## config.mk

```make
export PLATFORM = sky130hd
export DESIGN_NAME = fpga_config_loader
export DESIGN_NICKNAME = d
export VERILOG_FILES = /design/src/rtl/fpga_cfg_pkg.sv /design/src/rtl/cfg_watchdog.sv /design/src/rtl/fpga_config_loader.sv
export SDC_FILE = /design/constraint.sdc
export NUM_CORES = 1
export LEC_CHECK = 0
export BUFFER_PORTS_ARGS = -buffer_cell sky130_fd_sc_hd__buf_2
export CORE_ASPECT_RATIO = 1.1
export CORE_MARGIN = 3
export CORE_UTILIZATION = 45
export DETAILED_ROUTE_END_ITERATION = 10
export PLACE_DENSITY_LB_ADDON = 0.05
export SLEW_MARGIN = 20
export SYNTH_ARGS = -nofsm -noshare
export SYNTH_HDL_FRONTEND = slang
export SYNTH_SLANG_ARGS = --single-unit
```

## constraint.sdc

```tcl
create_clock -name clock -period 1.4 [get_ports clock]
set_clock_uncertainty 0.2 [all_clocks]
set_input_delay 0.07 -clock clock [delete_from_list [all_inputs] [get_ports clock]]
set_output_delay 0.07 -clock clock [all_outputs]
set_load 0.02 [all_outputs]
```

## src/rtl/fpga_cfg_pkg.sv

```systemverilog
// Shared constants, fabric config address map and loader state encoding
// for the FPGA configuration front door.
package fpga_cfg_pkg;

    localparam int CFG_WORD_W    = 32;
    localparam int NUM_CFG_WORDS = 50;

    // Each LUT takes two words; switch boxes follow the LUT block.
    localparam int LUT_CFG_BASE  = 0;
    localparam int LUT_CFG_WORDS = 28;
    localparam int SW_CFG_BASE   = 28;
    localparam int SW_CFG_WORDS  = 22;

    typedef enum logic [2:0] {
        ST_IDLE,
        ST_LOAD,
        ST_CHECK,
        ST_DONE,
        ST_ERROR
    } ldr_state_e;

    function automatic logic is_busy(ldr_state_e s);
        return (s == ST_LOAD) || (s == ST_CHECK);
    endfunction

endpackage

```

## src/rtl/cfg_watchdog.sv

```systemverilog
// Idle-cycle watchdog for the config loader: counts enabled cycles without a
// clear and flags the cycle whose edge would complete TIMEOUT idle cycles.
module cfg_watchdog #(
    parameter int TIMEOUT = 256
) (
    input  logic clock,
    input  logic reset_n,
    input  logic clr,
    input  logic en,
    output logic timeout
);

    localparam int CNT_W = (TIMEOUT < 2) ? 1 : $clog2(TIMEOUT + 1);

    generate
        if (TIMEOUT == 0) begin : g_off
            logic unused_in;
            assign unused_in = clock ^ reset_n ^ clr ^ en;
            assign timeout   = 1'b0;
        end else begin : g_on
            logic [CNT_W-1:0] idle_cnt;

            always_ff @(posedge clock or negedge reset_n) begin
                if (!reset_n)
                    idle_cnt <= '0;
                else if (clr || !en)
                    idle_cnt <= '0;
                else
                    idle_cnt <= idle_cnt + 1'b1;
            end

            // Fires on the idle cycle that ends at TIMEOUT, so the state change
            // lands exactly TIMEOUT cycles after the last acceptance.
            assign timeout = en && !clr && (idle_cnt == CNT_W'(TIMEOUT - 1));
        end
    endgenerate

endmodule

```

## src/rtl/fpga_config_loader.sv

```systemverilog
// Streams a configuration image onto the registered fabric config bus and
// gates fabric_en until the load completes. FPGA_CONFIG_CHECKSUM_EN adds a trailing XOR check word.
module fpga_config_loader
    import fpga_cfg_pkg::*;
#(
    parameter int NUM_WORDS = NUM_CFG_WORDS,
    parameter int ADDR_W    = 6,
    parameter int TIMEOUT   = 256
) (
    input  logic                  clock,
    input  logic                  reset_n,
    input  logic                  start,
    input  logic                  in_valid,
    input  logic [CFG_WORD_W-1:0] in_data,
    output logic                  in_ready,
    output logic                  cfg_we,
    output logic [ADDR_W-1:0]     cfg_addr,
    output logic [CFG_WORD_W-1:0] cfg_data,
    output logic                  busy,
    output logic                  done,
    output logic                  error,
    output logic                  fabric_en
);

    ldr_state_e        state, state_nxt;
    logic [ADDR_W-1:0] word_cnt;
    logic              accept, load_acc, last_word, start_session, wd_timeout;

    assign in_ready      = is_busy(state);
    assign busy          = is_busy(state);
    assign done          = (state == ST_DONE);
    assign fabric_en     = (state == ST_DONE);
    assign error         = (state == ST_ERROR);
    assign accept        = in_valid && in_ready;
    assign load_acc      = accept && (state == ST_LOAD);
    assign last_word     = (word_cnt == ADDR_W'(NUM_WORDS - 1));
    assign start_session = start && !busy;

`ifdef FPGA_CONFIG_CHECKSUM_EN
    logic [CFG_WORD_W-1:0] csum_acc;

    always_ff @(posedge clock or negedge reset_n) begin
        if (!reset_n)
            csum_acc <= '0;
        else if (start_session)
            csum_acc <= '0;
        else if (load_acc)
            csum_acc <= csum_acc ^ in_data;
    end
`endif

    always_ff @(posedge clock or negedge reset_n) begin
        if (!reset_n)
            state <= ST_IDLE;
        else
            state <= state_nxt;
    end

    always_comb begin
        state_nxt = state;
        case (state)
            ST_IDLE, ST_DONE, ST_ERROR: begin
                if (start)
                    state_nxt = ST_LOAD;
            end
            ST_LOAD: begin
                if (load_acc && last_word)
`ifdef FPGA_CONFIG_CHECKSUM_EN
                    state_nxt = ST_CHECK;
`else
                    state_nxt = ST_DONE;
`endif
                else if (wd_timeout)
                    state_nxt = ST_ERROR;
            end
`ifdef FPGA_CONFIG_CHECKSUM_EN
            ST_CHECK: begin
                if (accept)
                    state_nxt = (in_data == csum_acc) ? ST_DONE : ST_ERROR;
                else if (wd_timeout)
                    state_nxt = ST_ERROR;
            end
`endif
            default: state_nxt = ST_IDLE;
        endcase
    end

    // Bus address/data hold between strobes; the counter parks on the last index.
    always_ff @(posedge clock or negedge reset_n) begin
        if (!reset_n) begin
            word_cnt <= '0;
            cfg_we   <= 1'b0;
            cfg_addr <= '0;
            cfg_data <= '0;
        end else begin
            cfg_we <= load_acc;
            if (start_session)
                word_cnt <= '0;
            else if (load_acc && !last_word)
                word_cnt <= word_cnt + 1'b1;
            if (load_acc) begin
                cfg_addr <= word_cnt;
                cfg_data <= in_data;
            end
        end
    end

    cfg_watchdog #(
        .TIMEOUT (TIMEOUT)
    ) u_watchdog (
        .clock   (clock),
        .reset_n (reset_n),
        .clr     (accept || start_session),
        .en      (busy),
        .timeout (wd_timeout)
    );

endmodule
```

# --- Yosys cells after proc, flatten, opt, wreduce, memory -nomap -nowiden ---
# Index checks and enable logic that the tools add are counted.
totals:
  register_bits: 57
  latch_bits: 0
  mem_bits_rw: 0
  romBits: 0
  input_bits: 36
  wordCells: 40
  memories: 0
op_classes:
  add_sub_neg: 2
  n_mul: 0
  n_div: 0
  n_lt_le_gt_ge: 0
  eq_ne: 8
  n_shift: 0
  n_mux: 7
  n_bitwise: 0
  reduce_logical: 17
ops:
  columns: ["cell", "n"]
  rows:
  - ["$mux 6", 2]
  - ["$add 9x1->9 const B", 1]
  - ["$eq 9x8->1 const B", 1]
  - ["$mux 3", 3]
  - ["$mux 9", 1]
  - ["$logic_and 1x1->1", 7]
  - ["$add 6x1->6 const B", 1]
  - ["$eq 3x2->1 const B", 2]
  - ["$eq 6x6->1 const B", 1]
  - ["$pmux 3 s2", 1]
  - ["$eq 3x1->1 const B", 1]
  - ["$eq 3x3->1 const B", 1]
  - ["$logic_not 1->1", 3]
  - ["$logic_not 3->1", 1]
  - ["$logic_or 1x1->1", 3]
  - ["$ne 3x1->1 const B", 1]
  - ["$reduce_or 3->1", 1]
  - ["$ne 2x2->1 const B", 1]
  - ["$reduce_and 2->1", 1]
  - ["$reduce_bool 2->1", 1]

# --- Depth between registers and ports, before layout ---
depth:
  ltp_word: 11
  depth_mapped: 6

# --- By module ---
# A second synthesis with hierarchy kept.
hier_totals:
  cells_unflattened: 263
  area_unflattened_um2: 2477.4
by_module_without_submodules:
  columns: ["module", "n_inst", "cells_each", "area_per_inst_um2", "seq_area_each_um2"]
  rows:
  - ["fpga_config_loader", 1, 221, 2058.2, 1201.2]
  - ["cfg_watchdog", 1, 42, 419.2, 225.2]

# --- Least setup slack after synthesis ---
# Ideal clock, no wire load.
synth_timing:
  path_kind: "reg-to-reg"
  startpoint: "reg state[1]"
  endpoint: "reg word_cnt[5]"
  arrival_time_ps: 1263
  slack_ps: -141
  path_stages_with_launch: 4
  n_path_buf: 0
  synth_period_minus_slack_ps: 1541
  cell_sequence: "dfrtp_1 > nand4bb_1 > or4_1 > a21oi_1"
synth_between:
  elab_chain_cells: 6
  word_cells_on_any_way: 10
  classes_between: "eq/ne: 2; mux: 1; reduce/logical: 7"
synth_rtl:
  columns: ["item", "line", "rtl"]
  rows:
  - ["start: declaration", "fpga_config_loader.sv:25", "ldr_state_e state, state_nxt;"]
  - ["start signal: assignment", "fpga_config_loader.sv:56", "state <= state_nxt;"]
  - ["$eq 3x1->1 / $eq 3x2->1 (equally long branches)", "fpga_cfg_pkg.sv:23, fpga_config_loader.sv:35", null]
  - ["$logic_or 1x1->1", "fpga_cfg_pkg.sv:23", "return (s == ST_LOAD) || (s == ST_CHECK);"]
  - ["$logic_and 1x1->1", "fpga_config_loader.sv:34", "assign accept = in_valid && in_ready;"]
  - ["$logic_and 1x1->1", "fpga_config_loader.sv:35", "assign load_acc = accept && (state == ST_LOAD);"]
  - ["$logic_and 1x1->1", "fpga_config_loader.sv:99", "else if (load_acc && !last_word)"]
  - ["$reduce_bool 2->1 (no source line)", null, null]
  - ["end signal: assignment", "fpga_config_loader.sv:100", "word_cnt <= word_cnt + 1'b1;"]
  - ["end: declaration", "fpga_config_loader.sv:26", "logic [ADDR_W-1:0] word_cnt;"]
# Several ways; a longest one is shown, not always the timed one.
# A chain may end at the register's enable or synchronous reset.

# --- Worst setup path after layout ---
layout_timing:
  startpoint: "reg state[1]"
  endpoint: "out in_ready"
layout_between:
  elab_chain_cells: 2
  word_cells_on_any_way: 3
  classes_between: "eq/ne: 2; reduce/logical: 1"
layout_rtl:
  columns: ["item", "line", "rtl"]
  rows:
  - ["$eq 3x1->1 / $eq 3x2->1 (equally long branches)", "fpga_cfg_pkg.sv:23", null]
  - ["$logic_or 1x1->1 (*)", "fpga_cfg_pkg.sv:23", null]
  - ["end: declaration", "fpga_config_loader.sv:15", "output logic in_ready,"]
# Every way passes the cells marked *; elsewhere a longest branch is shown, timed or not.

==> run_results.csv <==
group,metric,value,unit
worst_setup_path,crit_type,"reg -> out",
synthesis,ys_types,33,
drt,routedWlPerCell,14.2,um
layout,insertedDiodeCount,0,
synthesis,synth_warnings,0,
power_and_ir_drop,comb_power_share,0.313,
global_routing,grt_first_pass_wirelength,9.55,mm
flow_run,drv_cap,0,
layout,fin_nets,454,
synthesis,synth_cells,257,
floorplan,core,0.00503,mm2
worst_setup_path,start_kind,"flip-flop",
floorplan,initial_utilization,0.470,
clocking,cts_sinks,57,
floorplan,die_h,82.1,um
sta,fmax,0.614,GHz
worst_setup_path,reg2reg_to,"u_watchdog.g_on.idle_cnt[7]",
global_routing,grtUsageTotal,0.208,
clocking,cts_max_path_buffers,2,
drt,drt-total-wl,6.80,mm
clocking,clk_pin_slew,70,ps
synthesis,syn_nets,297,
placed_design,placed_area,0.00303,mm2
drt,drtIter0Drc,103,
worst_setup_path,crit_fanout,4,
worst_setup_path,crit_arrival,1360,ps
drt,dr.pass1.iters,4,
layout,area_growth_syn_to_layout,69.0,%
power_and_ir_drop,seq_power_share,0.384,
clocking,cts_root_buf,"clkbuf_8",
sta,hold_viol_final,0,
layout,final_area,0.00400,mm2
outcome,status,"complete, but fails checks",
worst_setup_path,rr_worst_depth,4,
worst_setup_path,end_kind,"output pin",
global_routing,grt_pass1_vias,2134,
drt,final_antenna_net_count,0,
power_and_ir_drop,switching_share,0.323,
layout,drive_gt1_frac,0.418,
global_routing,overflow,0,
power_and_ir_drop,p_leak,0.00208,uW
worst_setup_path,r2r_start,"state[1]",
placed_design,dp.final_hpwl,3.59,mm
placed_design,port_buffers,79,
drt,viasPerCell,4.84,
sta,setup_slack,-228,ps
sta,setup_viol,54,
synthesis,avgSynthCellArea,9.21,um2
synthesis,synth_seq_cells,57,
sta,tightest_slew,468,ps
clocking,insertion_delay,340,ps
outcome,violations,"negative setup slack",
power_and_ir_drop,p_clk_frac,0.303,
worst_setup_path,required,1130,ps
sta,maxSlewViolCount,0,
sta,fin_crit,1630,ps
synthesis,yosysSeqAreaShare,0.603,
clocking,cts-htree-levels,3,
power_and_ir_drop,power_density,1370,mW/mm2
drt,drc,0,
sta,grt_setup_unrepaired,"yes",
clocking,cts_tree,"built",
sta,slew_headroom,0.688,
global_routing,antenna_found_initial,0,
power_and_ir_drop,p_int,3710,uW
floorplan,dieArea,0.00617,mm2
sta,period_share,1.16,
global_routing,grt_max_degree,35,
layout,seqCellArea,0.00143,mm2
drt,via_count,2309,
layout,fin_util,0.795,
worst_setup_path,reg2reg_slack,-190,ps
worst_hold_path,worstHoldPathType,"in -> async",
floorplan,row_count,27,
power_and_ir_drop,vdd_drop_max,0.947,mV
synthesis,synth_area,0.00237,mm2
power_and_ir_drop,p_switching,1770,uW
layout,fillers,339,
placed_design,gp_routability_congestion,0.761,
floorplan,io_pins,80,
clocking,numCtsBuffers,9,
layout,multi_input_area,0.00105,mm2
floorplan,dieWidth,75.2,um
[per-layer routing]
metal / vias to the layer above / share of wire / track usage
met2: 72 / 0.50 / 0.348
met5: - / 0 / 0
met1: 1078 / 0.42 / 0.248
li1: 1151 / - / -
met3: 8 / 0.059 / 0.0588
met4: 0 / 0.013 / 0.0944
[cells by family after synthesis]
kind of cell | Yosys count | share of synthesized area
AND/OR/NAND/NOR | 150 | 0.264
AO/OA/AOI/OAI | 23 | 0.0608
buffers and inverters | 19 | 0.0370
adder cells (fa/ha/maj) | 4 | 0.0211
flip-flops | 57 | 0.603
XOR/XNOR | 4 | 0.0148
[synthesized netlist by cell type (all sizes together)]
cell	instances	area [um2]
nand2	116	435
a32oi	1	8.76
xor2	2	17.5
or3	6	37.5
ha	4	50.1
o31ai	1	7.51
nand3b	1	7.51
a22o	1	8.76
xnor2	2	17.5
nor2	11	41.3
o211a	2	20.0
nand4bb	1	11.3
nor4	1	6.26
nor3	1	5.00
buf	8	45.0
or4	1	7.51
a21oi	7	35.0
nor2b	1	6.26
o21a	1	7.51
and3	1	6.26
inv	5	18.8
nand4	1	6.26
clkinv	1	3.75
o21ai	8	40.0
a211oi	1	7.51
clkbuf	5	20.0
dfrtp	57	1430
nand4b	2	17.5
and2	1	6.26
o32ai	1	8.76
nand3	6	30.0
[state kept, by name, summed over array words and instances, names as in the netlist]
| name | flops |
|---|---|
| u_watchdog.g_on.idle_cnt | 9 |
| cfg_data | 32 |
| word_cnt | 6 |
| state | 3 |
| cfg_we | 1 |
| cfg_addr | 6 |
[worst max-delay path: stages (launching register included)]
cell and delay, ps:
dfrtp_2 450, xnor2_2 160, buf_4 150, nor2_4 120
buf_6 140
[placed cells by master (no fill, tap or decap), drive strengths merged, types with 2 or more instances in the layout]
| cell type | count |
|---|---|
| dlygate4sd3 | 35 |
| clkbuf | 12 |
| or3 | 6 |
| nand3 | 6 |
| ha | 4 |
| bufinv | 2 |
| o21ai | 8 |
| nand4b | 2 |
| a21oi | 7 |
| nand2 | 116 |
| o211a | 2 |
| xor2 | 2 |
| nor2 | 11 |
| dfrtp | 57 |
| xnor2 | 2 |
| nand4bb | 2 |
| inv | 6 |
| clkinv | 4 |
| buf | 120 |
[worst max path at each step]
stage                  start          end  slack [ps]  cells after the start
floorplan           state[2]     state[1]         -90                      4
global placement    state[1]  word_cnt[5]        -160                      3
detailed placement  state[1]  word_cnt[1]        -210                      4
CTS                 state[1]     in_ready        -210                      4
global route        state[0]         done        -270                      5
finish              state[1]     in_ready        -230                      4
[what timing repair did]
| action | in CTS | in global routing |
|---|---|---|
| buffers inserted | 4 | 7 |
| endpoints found under the setup margin | 61 | 60 |
| hold endpoints to repair | 93 | 0 |
| hold buffers | 35 | 0 |
| pin swaps | 8 | 11 |
| gates resized for setup | 32 | 30 |
| cloned | 0 | 6 |
[metrics by stage]
| stage | hold WS, ps | worst slack (ps) | TNS [ps] | power (uW) | std cells |
|---|---|---|---|---|---|
| floorplan | -426 | -86.1 | -435 | 2830 | 257 |
| CTS | 16.7 | -209 | -4700 | 5320 | 464 |
| global route | 30.2 | -269 | -8560 | 5800 | 477 |
| global placement | -154 | -161 | -5730 | 3400 | 409 |
| detailed placement | -152 | -215 | -8860 | 3430 | 409 |
| finish | 19.0 | -228 | -5850 | 5480 | 477 |
[layout make-up]
cell class,count,area share
Clock buffer,10,0.0319
Clock inverter,6,0.0206
Inverter,6,0.00688
Multi-Input combinational cell,182,0.264
Sequential cell,57,0.358
Tap cell,58,0.0181
Timing Repair Buffer,157,0.300
Timing Repair inverter,1,0.00156
[power groups by stage]
stage | Combinational [uW] | Sequential, uW | Clock (uW)
2_1_floorplan | 462 | 2370 | 0
3_5_place_dp | 1320 | 2110 | 0
5_1_grt | 1880 | 2140 | 1780
6_report | 1720 | 2100 | 1660
4_1_cts | 1540 | 2090 | 1690
3_3_place_gp | 1300 | 2100 | 0
Note: power is estimated with default switching activity, not from simulation.
